### src/rtl/ifetch_ctrl_pkg.sv
// ifetch_ctrl_pkg: shared fetch-stage constants, FSM encoding and queue sizing
package ifetch_ctrl_pkg;
    localparam logic [31:0] RESET_PC_DEF = 32'h0000_0000;
    localparam int INSTR_W = 32;
    localparam int FQ_DEPTH = 2;
    typedef enum logic {
        S_RUN  = 1'b0,
        S_HALT = 1'b1
    } fetch_state_t;
endpackage

### src/rtl/ifetch_ctrl_fetch_queue.sv
// fetch_queue: 2-entry shift FIFO of {pc,instr}; the head keeps its last value while empty
module fetch_queue
    import ifetch_ctrl_pkg::*;
#(
    parameter int DW = 32 + INSTR_W
) (
    input  logic          clk,
    input  logic          rst,
    input  logic          push_i,
    input  logic          pop_i,
    input  logic          flush_i,
    input  logic [DW-1:0] data_i,
    output logic [DW-1:0] head_o,
    output logic [1:0]    count_o
);
    logic [DW-1:0] e0_q, e0_d, e1_q, e1_d;
    logic [1:0] count_q, count_d, kept;
    logic push, pop;
    // flush freezes the storage so the head holds; survivors shift forward and the new word lands behind them
    always_comb begin
        push    = push_i & ~flush_i;
        pop     = pop_i & ~flush_i;
        kept    = count_q - {1'b0, pop};
        e0_d    = (push && kept == 2'd0) ? data_i : ((pop && count_q == 2'd2) ? e1_q : e0_q);
        e1_d    = (push && kept != 2'd0) ? data_i : e1_q;
        count_d = flush_i ? 2'd0 : kept + {1'b0, push};
    end
    // storage and occupancy registers
    always_ff @(posedge clk) begin
        if (rst) begin
            e0_q    <= '0;
            e1_q    <= '0;
            count_q <= 2'd0;
        end else begin
            e0_q    <= e0_d;
            e1_q    <= e1_d;
            count_q <= count_d;
        end
    end
    assign head_o  = e0_q;
    assign count_o = count_q;
    a_no_overflow: assert property (@(posedge clk) disable iff (rst)
        !(push_i && !pop_i && !flush_i && count_q == 2'd2));
endmodule

### src/rtl/ifetch_ctrl.sv
// ifetch_ctrl: owns the PC, issues imem reads under a queue credit and presents returned words to decode
module ifetch_ctrl
    import ifetch_ctrl_pkg::*;
#(
    parameter int                ADDR_W   = 32,
    parameter logic [ADDR_W-1:0] RESET_PC = ADDR_W'(RESET_PC_DEF),
    parameter int                DEPTH    = FQ_DEPTH
) (
    input  logic               clk,
    input  logic               rst,
    output logic [ADDR_W-1:0]  iaddr,
    input  logic [INSTR_W-1:0] idata,
    output logic               if_valid,
    input  logic               if_ready,
    output logic [INSTR_W-1:0] if_instr,
    output logic [ADDR_W-1:0]  if_pc,
    input  logic               redirect_valid,
    input  logic [ADDR_W-1:0]  redirect_pc,
    input  logic               halt,
    output logic               misalign_err
);
    fetch_state_t state_q;
    logic [ADDR_W-1:0] pc_q, iaddr_q, inflight_pc_q, fetch_addr;
    logic [ADDR_W+INSTR_W-1:0] head;
    logic [1:0] count;
    logic [2:0] credit;
    logic inflight_q, pop, push, issue;
    // a redirect empties queue and in-flight slot, so it frees all credit; its return is squashed
    always_comb begin
        pop        = if_valid & if_ready;
        credit     = redirect_valid ? 3'd0 : 3'(count) + 3'(inflight_q) - 3'(pop);
        issue      = ~rst & (state_q == S_RUN) & ~halt & (credit < 3'(DEPTH));
        fetch_addr = redirect_valid ? {redirect_pc[ADDR_W-1:2], 2'b00} : pc_q;
        push       = inflight_q & ~redirect_valid;
    end
    // run/halt FSM, PC, in-flight tracking and sticky misalignment flag
    always_ff @(posedge clk) begin
        if (rst) begin
            state_q       <= S_RUN;
            pc_q          <= RESET_PC;
            iaddr_q       <= RESET_PC;
            inflight_q    <= 1'b0;
            inflight_pc_q <= '0;
            misalign_err  <= 1'b0;
        end else begin
            state_q    <= halt ? S_HALT : S_RUN;
            inflight_q <= issue;
            if (issue) begin
                inflight_pc_q <= fetch_addr;
                iaddr_q       <= fetch_addr;
            end
            if (issue || redirect_valid)
                pc_q <= issue ? fetch_addr + ADDR_W'(4) : fetch_addr;
            if (redirect_valid && redirect_pc[1:0] != 2'b00)
                misalign_err <= 1'b1;
        end
    end
    fetch_queue #(.DW(ADDR_W + INSTR_W)) u_fq (
        .clk    (clk),
        .rst    (rst),
        .push_i (push),
        .pop_i  (pop),
        .flush_i(redirect_valid),
        .data_i ({inflight_pc_q, idata}),
        .head_o (head),
        .count_o(count)
    );
    assign iaddr           = issue ? fetch_addr : iaddr_q;
    assign if_valid        = count != 2'd0;
    assign {if_pc, if_instr} = head;
endmodule
### config.mk
export PLATFORM = sky130hd
export DESIGN_NAME = ifetch_ctrl
export DESIGN_NICKNAME = d
export VERILOG_FILES = /design/src/rtl/ifetch_ctrl_pkg.sv /design/src/rtl/ifetch_ctrl_fetch_queue.sv /design/src/rtl/ifetch_ctrl.sv
export SDC_FILE = /design/constraint.sdc
export NUM_CORES = 1
export LEC_CHECK = 0
export ABC_AREA = 1
export BUFFER_PORTS_ARGS = -buffer_cell sky130_fd_sc_hd__buf_2
export CAP_MARGIN = 20
export CELL_PAD_IN_SITES_DETAIL_PLACEMENT = 0
export CELL_PAD_IN_SITES_GLOBAL_PLACEMENT = 1
export CORE_ASPECT_RATIO = 1.1
export CORE_UTILIZATION = 36
export DETAILED_ROUTE_END_ITERATION = 8
export HOLD_SLACK_MARGIN = 0.06
export PLACE_DENSITY = 0.72
export SETUP_SLACK_MARGIN = 0.1
export SYNTH_ARGS = -nofsm -noshare
export SYNTH_HDL_FRONTEND = slang
export SYNTH_SLANG_ARGS = --single-unit
export TNS_END_PERCENT = 10
### constraint.sdc
create_clock -name clk -period 2.3 [get_ports clk]
set_input_delay 0.115 -clock clk [delete_from_list [all_inputs] [get_ports clk]]
set_output_delay 0.115 -clock clk [all_outputs]
set_load 0.1 [all_outputs]
==> metrics.csv, run 1 <==
metric;value;unit
status;finished, violations left;
violations;setup timing;
p_leak;6.46;nW
clk_pin_slew;0.06;ns
yosysSeqAreaShare;0.456;
numPlacedInstances;1972;
yosys-top-cells-area;dfxtp_1 (46%), nand2_1 (14%), a21oi_1 (10%), o21ai_0 (9.6%), inv_1 (5.0%);
p_switching;0.00317;W
cp.required;2.18;ns
cpLargestDelayFamily;adder cells;
n_antenna_cell;0;
path_class;reg -> out;
n_fill_cell;2579;
clock_sinks;229;
drive_gt1_frac;0.299;
holdWs;0.0661;ns
finalHoldViolCount;0;
yosysTopAreaCell;dfxtp_1;
cts_tree;done;
cts-root-buf;clkbuf_16;
grt_pass1_vias;9356;
yosysMostFrequentCell;nand2_1;
rsz0062_at_grt;true;
cts.path.max_buffers;3;
cpPeakStageDelay;0.53;ns
clock_latency;0.53;ns
async_flop_share;0;
synth_edf_count;0;
gp_congestion;0.865;
swShare;0.299;
drc;0;
worst-path-buf-inv;6;
setup_slack;-0.655;ns
startpoint_type;flip-flop;
viasPerCell;4.86;
ys_ff_latch;229;
final_nets;1776;
grt_max_degree;157;
core;27200;um^2
first_pass_iters;5;
cp_cell_sequence;inv_6, nand2_8, nand2_4, inv_2, ha_4, nor2_4, fa_2, nand2_2, nand3_4, buf_12, buf_12, buf_16, nand2_4, nand2_8, buf_12;
grt_usage;0.219;
dr_total_vias;10100;
cp-end-kind;output pin;
pwr-share-seq;0.394;
max_slew.worst_pin.slew;0.977;ns
grt_overflow;0;
skew;0.0146;ns
maxSlewViolCount;0;
pwr_density_cell;695;nW/um^2
yosysUniqueCellTypes;36;
routed_wl;31500;um
p_int;0.00745;W
power.total;0.0106;W
peakVddDrop;0.000462;V
area_growth_syn_to_layout;52.3;%
ios;167;
synthTopCellsByCount;nand2_1 (387), dfxtp_1 (229), a21oi_1 (200);
setup_viol;94;
final_cells;2077;
syn_nets;1510;
crit_arrival;2.84;ns
fin_crit_sh;1.28;
min_period;2.96;ns
grt_pass1_wl;50000;um
critical_path.max_fanout;7;
slew-limit-headroom;0.349;
syn_area_per_cell;6.99;um^2
slowest_stage;fa_2;
dieArea;28600;um^2
first_iter_violations;529;
path_common_cell;buf_12;
drv_cap;0;
antenna_found_initial;0;
antenna_left;0;
ys.warnings.count;0;
port_buffers;166;
synth_area;10000;um^2
fmax;338;MHz
die_w;161;um
synth_top_area_share;0.456;
initial_core_util;0.369;
hpwl;20900;um
worst_hold_path_type;in -> reg;
fp-row-count;63;
pwr-share-clk;0.406;
cts_buffers;26;
dieHeight;177;um
wl_per_cell;15.1;um
ys.flop_type;dfxtp_1;
cts_max_level;1;
comb_power_share;0.200;
synthCells;1436;
[power groups by stage]
| stage | clock [W] | combinational [W] | sequential, W |
|---|---|---|---|
| CTS | 0.00441 | 0.00209 | 0.00419 |
| floorplan | 0 | 0.000968 | 0.00466 |
| global placement | 0 | 0.00193 | 0.00427 |
| finish | 0.00431 | 0.00212 | 0.00419 |
| detailed placement | 0 | 0.00194 | 0.00427 |
| global route | 0.00456 | 0.00226 | 0.00421 |
[per-stage QoR]
step	area, um^2	setup TNS [ns]	util	setup slack, ns
final	15300	-26.53	0.562	-0.655
after CTS	15100	-26.07	0.554	-0.661
after global placement	13300	-10.82	0.489	-0.180
after floorplan	11000	-7.60	-	-0.127
after detailed placement	13300	-16.78	0.489	-0.249
after global routing	15300	-35.51	0.562	-0.731
[path summary, 6_finish.rpt]
check        slack, ns             from  depth (start not counted)             to
max              -0.66  u_fq.count_o[1]                         15      iaddr[29]
min               0.07   redirect_pc[5]                          7        pc_q[5]
max reg2reg      -0.35  u_fq.count_o[1]                         18        pc_q[7]
min reg2reg       0.44    u_fq.e1_q[47]                          2  u_fq.e1_q[47]
[worst reg2reg max path: stages, from the launching register on]
cell     delay [ns]
dfxtp_4        0.36
inv_6          0.07
nand2_8        0.05
nand2_4        0.05
inv_2          0.04
ha_4           0.26
nor2_4         0.04
fa_2           0.53
nand2_2        0.06
nand3_4        0.08
buf_4          0.18
buf_4          0.12
buf_4          0.11
nand2_2        0.06
inv_2          0.09
buf_4          0.16
nor2_1         0.05
a21oi_1        0.16
nor2_1         0.05
[area by class of cell]
class | instances | area, um^2 | share of cell area
Tap cell | 357 | 447 | 0.0292
Timing Repair inverter | 1 | 6.26 | 0.000409
Timing Repair Buffer | 325 | 3050 | 0.199
Multi-Input combinational cell | 975 | 5740 | 0.375
Clock inverter | 6 | 83.8 | 0.00548
Clock buffer | 40 | 816 | 0.0533
Inverter | 144 | 561 | 0.0366
Sequential cell | 229 | 4590 | 0.300
[cell families (layout without fill, tap and decap cells)]
family,after synthesis,in the layout,share of synthesized area
compound gates,428,428,0.217
buf+inv,232,516,0.0951
simple gates,534,534,0.217
xor+xnor,8,8,0.00698
fa+ha+maj,5,5,0.00698
flops,229,229,0.456
[layout by cell type, fill, tap and decap left out, types with 4 or more instances in the layout]
cell type        n
nand2_1        290
dfxtp_1        227
o21ai_0        188
a21oi_1        177
buf_2          133
inv_1          131
buf_4           73
nor2_1          67
buf_12          55
nand2_8         42
nand2_4         41
dlygate4sd3_1   41
clkbuf_16       28
nand2_2         24
o21ai_1         24
a21oi_2         24
nand3_1         24
buf_6           19
nor2_2          11
inv_2           10
nand4_1         10
nor2_4           7
o21ai_2          7
xor2_1           7
clkbuf_8         7
clkbuf_1         5
nand3_2          4
nand3_4          4
buf_16           4
[registers in the layout (all words and copies together) (netlist names)]
signal         cells
state_q            1
pc_q              32
iaddr_q           32
u_fq.head_o       64
misalign_err       1
inflight_pc_q     32
u_fq.count_o       2
inflight_q         1
u_fq.e1_q         64
[layer usage]
| layer | vias to the layer above | global-route usage | part of all wire |
|---|---|---|---|
| met5 | - | 0 | 0 |
| li1 | 5183 | - | - |
| met1 | 4674 | 0.298 | 0.47 |
| met3 | 47 | 0.0272 | 0.034 |
| met4 | 0 | 0.0582 | 0.019 |
| met2 | 187 | 0.365 | 0.48 |
[repair_timing]
action | 4_1_cts | 5_1_grt
hold buffers | 41 | 0
setup endpoints to repair | 185 | 131
cloned | 3 | 0
setup buffers | 12 | 3
resized for setup | 62 | 57
pin swaps | 15 | 10
endpoints found under the hold margin | 72 | 0
(Power assumes the default switching activity.)
==> run 2, diff against run 1 <==
--- a/config.mk
+++ b/config.mk
@@ -5,16 +5,16 @@
 export SDC_FILE = /design/constraint.sdc
 export NUM_CORES = 1
 export LEC_CHECK = 0
-export ABC_AREA = 1
+export ABC_AREA = 0
 export BUFFER_PORTS_ARGS = -buffer_cell sky130_fd_sc_hd__buf_2
 export CAP_MARGIN = 20
 export CELL_PAD_IN_SITES_DETAIL_PLACEMENT = 0
 export CELL_PAD_IN_SITES_GLOBAL_PLACEMENT = 1
 export CORE_ASPECT_RATIO = 1.1
-export CORE_UTILIZATION = 36
+export CORE_UTILIZATION = 38
 export DETAILED_ROUTE_END_ITERATION = 8
 export HOLD_SLACK_MARGIN = 0.06
-export PLACE_DENSITY = 0.72
+export PLACE_DENSITY = 0.73
 export SETUP_SLACK_MARGIN = 0.1
 export SYNTH_ARGS = -nofsm -noshare
 export SYNTH_HDL_FRONTEND = slang
==> metrics.csv, run 2 <==
metric;value;unit
status;finished, violations left;
violations;setup timing;
core;25300;um^2
fin_crit_sh;1.39;
cts-root-buf;clkbuf_16;
routed_wl;26000;um
maxSlewViolCount;0;
viasPerCell;4.97;
fmax;313;MHz
layout_common_cells;dfxtp_1 (228), nand2_1 (165), buf_2 (133), nor2_1 (110), mux2i_1 (91);
drc;0;
hp-start;redirect_pc[11];
clk_pin_slew;0.06;ns
hpwl;16700;um
post-route-util;0.546;
first_pass_iters;5;
yosysMostFrequentCell;dfxtp_1;
crit_arrival;3.08;ns
timing.rr.end;pc_q[30];
yosysSeqAreaShare;0.468;
port_buffers;166;
antenna_left;0;
grt_max_degree;126;
setup_viol;125;
peakVddDrop;0.000533;V
skew;0.0113;ns
ys.warnings.count;0;
reg2regPathDepth;15;
holdWs;0.0983;ns
synth_edf_count;0;
ios;167;
first_iter_violations;464;
p_leak;5.33;nW
syn_nets;1188;
grt_pass1_vias;7813;
cp.required;2.18;ns
ys.flop_type;dfxtp_1;
yosysTopAreaCell;dfxtp_1;
initial_core_util;0.387;
rsz0062_at_grt;true;
critical_path.max_fanout;3;
fin_area;13800;um^2
cts.path.max_buffers;3;
min_period;3.20;ns
cts_tree;done;
reg2reg_setup_slack;-0.66;ns
finalHoldViolCount;0;
antenna_found_initial;0;
gp_congestion;0.846;
cp_cell_sequence;inv_4, nand2_8, and2_4, ha_4, nor2b_2, fa_2, nand2b_1, o211ai_1, buf_4, buf_4, buf_4, or2_4, o21a_4, buf_12;
dieHeight;170;um
synthTopCellsByCount;dfxtp_1 (229), nand2_1 (185), nor2_1 (117);
ys_ff_latch;229;
grt_usage;0.192;
slowest_stage;fa_2;
hold-path-cell-count;4;
fp-row-count;61;
pwr_density_cell;752;nW/um^2
worst_hold_path_type;in -> reg;
synth_area;9790;um^2
clock_sinks;229;
cts_max_level;1;
drv_cap;0;
cts_buffers;25;
max_slew.worst_pin.slew;0.923;ns
wl_per_cell;15.2;um
area_growth_syn_to_layout;40.9;%
startpoint_type;flip-flop;
path_class;reg -> out;
path_common_cell;buf_4;
setup_slack;-0.900;ns
n_antenna_cell;0;
dieArea;26400;um^2
drive_gt1_frac;0.287;
dpl_cell_area;12100;um^2
synth_top_area_share;0.468;
dr_total_vias;8532;
finalSetupTns;-58.94;ns
final_nets;1426;
cp-end-kind;output pin;
clock_latency;0.52;ns
slew-limit-headroom;0.385;
die_w;155;um
grt_overflow;0;
r2r-start;u_fq.count_o[1];
yosys-top-cells-area;dfxtp_1 (47%), mux2i_1 (9.3%), nand2_1 (7.1%), a211oi_1 (5.5%), nor2_1 (4.5%);
syn_area_per_cell;8.78;um^2
yosysUniqueCellTypes;57;
cpPeakStageDelay;0.46;ns
min_to;pc_q[11];
grt_pass1_wl;41400;um
synthCells;1114;
final_common_cell;dfxtp_1;
pre_cts_slack;-0.552;ns
async_flop_share;0;
## run 2: changes by cell type after synthesis, moves of 30 or more
cell / change
inv_1: -125
nor2_1: +45
mux2i_1: +91
nor2b_1: +30
a211oi_1: +72
o21ai_0: -160
nand2_1: -202
a21oi_1: -121
## run 2: final cells by class
cell class              count  area (um^2)
fillers                  2280        11500
multi-input cells         791         5240
flip-flops and latches    229         4590
repair buffers            293         2670
clock buffers              39          758
well taps                 346          433
clock inverters             5         53.8
inverters                  12         52.6
## run 2: cells by family after synthesis
logic type | after synthesis | share of synthesized area
muxes | 98 | 0.101
AOI/OAI and AO/OA | 240 | 0.160
and+or+nand+nor | 436 | 0.207
buffers and inverters | 94 | 0.0444
DFF | 229 | 0.468
xor gates and xnor gates | 12 | 0.0115
adders and majority gates | 5 | 0.00716
## run 2: worst max path at each step
stage                     slack (ns)          end             from
after floorplan                -0.72  iaddr_q[26]  u_fq.count_o[1]
after global placement         -0.51     pc_q[13]  u_fq.count_o[1]
after CTS                      -0.91     iaddr[6]  u_fq.count_o[1]
after global routing           -1.02     iaddr[4]  u_fq.count_o[1]
final                          -0.90    iaddr[20]  u_fq.count_o[1]
after detailed placement       -0.55     pc_q[13]  u_fq.count_o[1]
## run 2: where the power goes
part	leakage, nW	switching, W	internal, W	total (W)
clock	0.403	0.00158	0.00236	0.00395
sequential	1.87	0.000109	0.00414	0.00424
combinational	3.06	0.00142	0.000761	0.00218
## run 2: critical path: cells and delay by family, from the launching register on
family | cells | cell delay, ns
compound gates | 2 | 0.23
fa+ha+maj | 2 | 0.66
buf+inv | 5 | 0.67
flops | 1 | 0.35
simple gates | 5 | 0.65
## run 2: what timing repair did
action / 4_1_cts / 5_1_grt
pin swaps: 16 / 3
hold buffers: 46 / 0
endpoints found under the setup margin: 127 / 127
resized for setup: 64 / 27
cloned: 2 / 2
hold endpoints to repair: 88 / 0
setup buffers: 1 / 2
## run 2: through the flow
step,total power (W),instances
after floorplan,0.00571,1114
after global placement,0.00633,1618
after detailed placement,0.00633,1618
after CTS,0.0104,1711
after global routing,0.0108,1715
final,0.0104,1715
## run 2: routing by layer
metal  GRT usage  vias up  wire (um)
met2       0.297      192      11500
met5           0        -          0
met4      0.0456        0        380
met1       0.281     3957      13000
met3      0.0237       30       1140
li1            -     4353          -
==> run 3, diff against run 2 <==
--- a/config.mk
+++ b/config.mk
@@ -12,9 +12,10 @@
 export CELL_PAD_IN_SITES_GLOBAL_PLACEMENT = 1
 export CORE_ASPECT_RATIO = 1.1
 export CORE_UTILIZATION = 38
+export CTS_CLUSTER_SIZE = 40
 export DETAILED_ROUTE_END_ITERATION = 8
 export HOLD_SLACK_MARGIN = 0.06
-export PLACE_DENSITY = 0.73
+export PLACE_DENSITY = 0.86
 export SETUP_SLACK_MARGIN = 0.1
 export SYNTH_ARGS = -nofsm -noshare
 export SYNTH_HDL_FRONTEND = slang
==> metrics.csv, run 3 (synthesis gave the netlist of run 2 again) <==
metric;value;unit
peakVddDrop;0.000459;V
first_pass_iters;5;
grt_usage;0.194;
clock_latency;0.52;ns
holdWs;0.104;ns
pre_cts_slack;-0.524;ns
antenna_left;0;
gp_congestion;0.844;
initial_core_util;0.387;
fin_area;14200;um^2
drive_gt1_frac;0.348;
min_period;3.30;ns
fmax;303;MHz
crit_arrival;3.19;ns
viasPerCell;5.13;
cts_buffers;25;
p_leak;5.52;nW
first_iter_violations;577;
antenna_found_initial;0;
cp.required;2.18;ns
dieHeight;170;um
dr_total_vias;8774;
grt_overflow;0;
violations;setup timing;
maxSlewViolCount;0;
fin_crit_sh;1.44;
dpl_cell_area;12000;um^2
max_slew.worst_pin.slew;1.02;ns
cts.path.max_buffers;3;
setup_slack;-1.00;ns
worst_hold_path_type;in -> reg;
drv_cap;0;
startpoint_type;flip-flop;
area_growth_syn_to_layout;45.5;%
layout_common_cells;dfxtp_1 (228), buf_2 (133), nand2_1 (120), nor2_1 (105), mux2i_1 (91);
status;finished, violations left;
hpwl;16600;um
core;25300;um^2
numPlacedInstances;1607;
cp-end-kind;output pin;
clock_sinks;229;
grt_pass1_vias;8048;
grt_pass1_wl;41900;um
n_antenna_cell;0;
drc;0;
final_nets;1423;
wl_per_cell;15.7;um
final_cells;1712;
cts_tree;done;
grt_max_degree;95;
path_class;reg -> out;
routed_wl;26800;um
ios;167;
critical_path.max_fanout;8;
rsz0062_at_grt;true;
dieArea;26400;um^2
hold-path-cell-count;5;
reg2regPathDepth;15;
cts_max_level;1;
die_w;155;um
power.total;0.0109;W
skew;0.0104;ns
port_buffers;166;
clk_pin_slew;0.06;ns
n_fill_cell;2140;
slew-limit-headroom;0.323;
cts-root-buf;clkbuf_16;
setup_viol;125;
finalHoldViolCount;0;
fp-row-count;61;
pwr_density_cell;763;nW/um^2
final_common_cell;dfxtp_1;
run 3: changes by cell type in the layout (fill, tap and decap cells not counted), sizes merged:
| cell | before | now |
|---|---|---|
| clkinv | 5 | 6 |
| bufinv | 1 | 6 |
| clkbuf | 41 | 34 |
| dlygate4sd3 | 46 | 42 |
| clkinvlp | 0 | 2 |
| bufbuf | 1 | 0 |
| buf | 244 | 245 |
run 3: final timing paths:
path / startpoint / endpoint / slack, ns
setup reg to reg: u_fq.count_o[1] / pc_q[19] / -0.74
setup / recovery: u_fq.count_o[1] / iaddr[23] / -1.00
hold / removal: redirect_pc[2] / pc_q[2] / 0.10
hold reg to reg: misalign_err / misalign_err / 0.44
run 3: timing repair:
item / CTS / global route
pin swaps: 14 / 9
endpoints found under the hold margin: 73 / 0
cloned: 3 / 3
resized for setup: 73 / 129
setup endpoints to repair: 127 / 191
hold buffers: 42 / 0
buffers inserted: 7 / 6
run 3: critical path, stage by stage, from the launching register on:
cell and delay (ns):
dfxtp_4 0.35, inv_4 0.07, nand2_8 0.05, and2_4 0.14, ha_4 0.27, nor2b_4 0.04
fa_2 0.34, xor2_2 0.16, o211ai_1 0.22, bufinv_8 0.25, buf_12 0.15, buf_12 0.12
buf_16 0.13, o21a_4 0.21, buf_12 0.16
run 3: power breakdown:
part / switching, W / total, W / internal, W
clock network: 0.00167 / 0.00436 / 0.00269
registers: 0.000119 / 0.00425 / 0.00413
logic: 0.00146 / 0.00226 / 0.000799
run 3: metrics by stage:
| step | setup TNS [ns] | util |
|---|---|---|
| 5_1_grt | -81.69 | 0.564 |
| 4_1_cts | -62.93 | 0.541 |
| 6_report | -64.17 | 0.564 |
| 3_5_place_dp | -40.08 | 0.475 |
| 2_1_floorplan | -49.49 | - |
| 3_3_place_gp | -32.22 | 0.475 |
run 3: metal layers:
metal / share of wire / routed length (um) / up-vias / track usage
li1: - / - / 4358 / -
met4: 0.014 / 389 / 0 / 0.0443
met3: 0.059 / 1590 / 34 / 0.0326
met1: 0.47 / 12500 / 4124 / 0.272
met5: 0 / 0 / - / 0
met2: 0.46 / 12400 / 258 / 0.309
run 3: cell type report:
type                       count  area (um^2)  area share
timing repair buffer         290         2710       0.190
tap                          346          433      0.0304
sequential                   229         4590       0.322
inverter                      12         61.3     0.00431
clock inverter                13          206      0.0145
multi-input combinational    791         5550       0.390
clock buffer                  31          688      0.0483
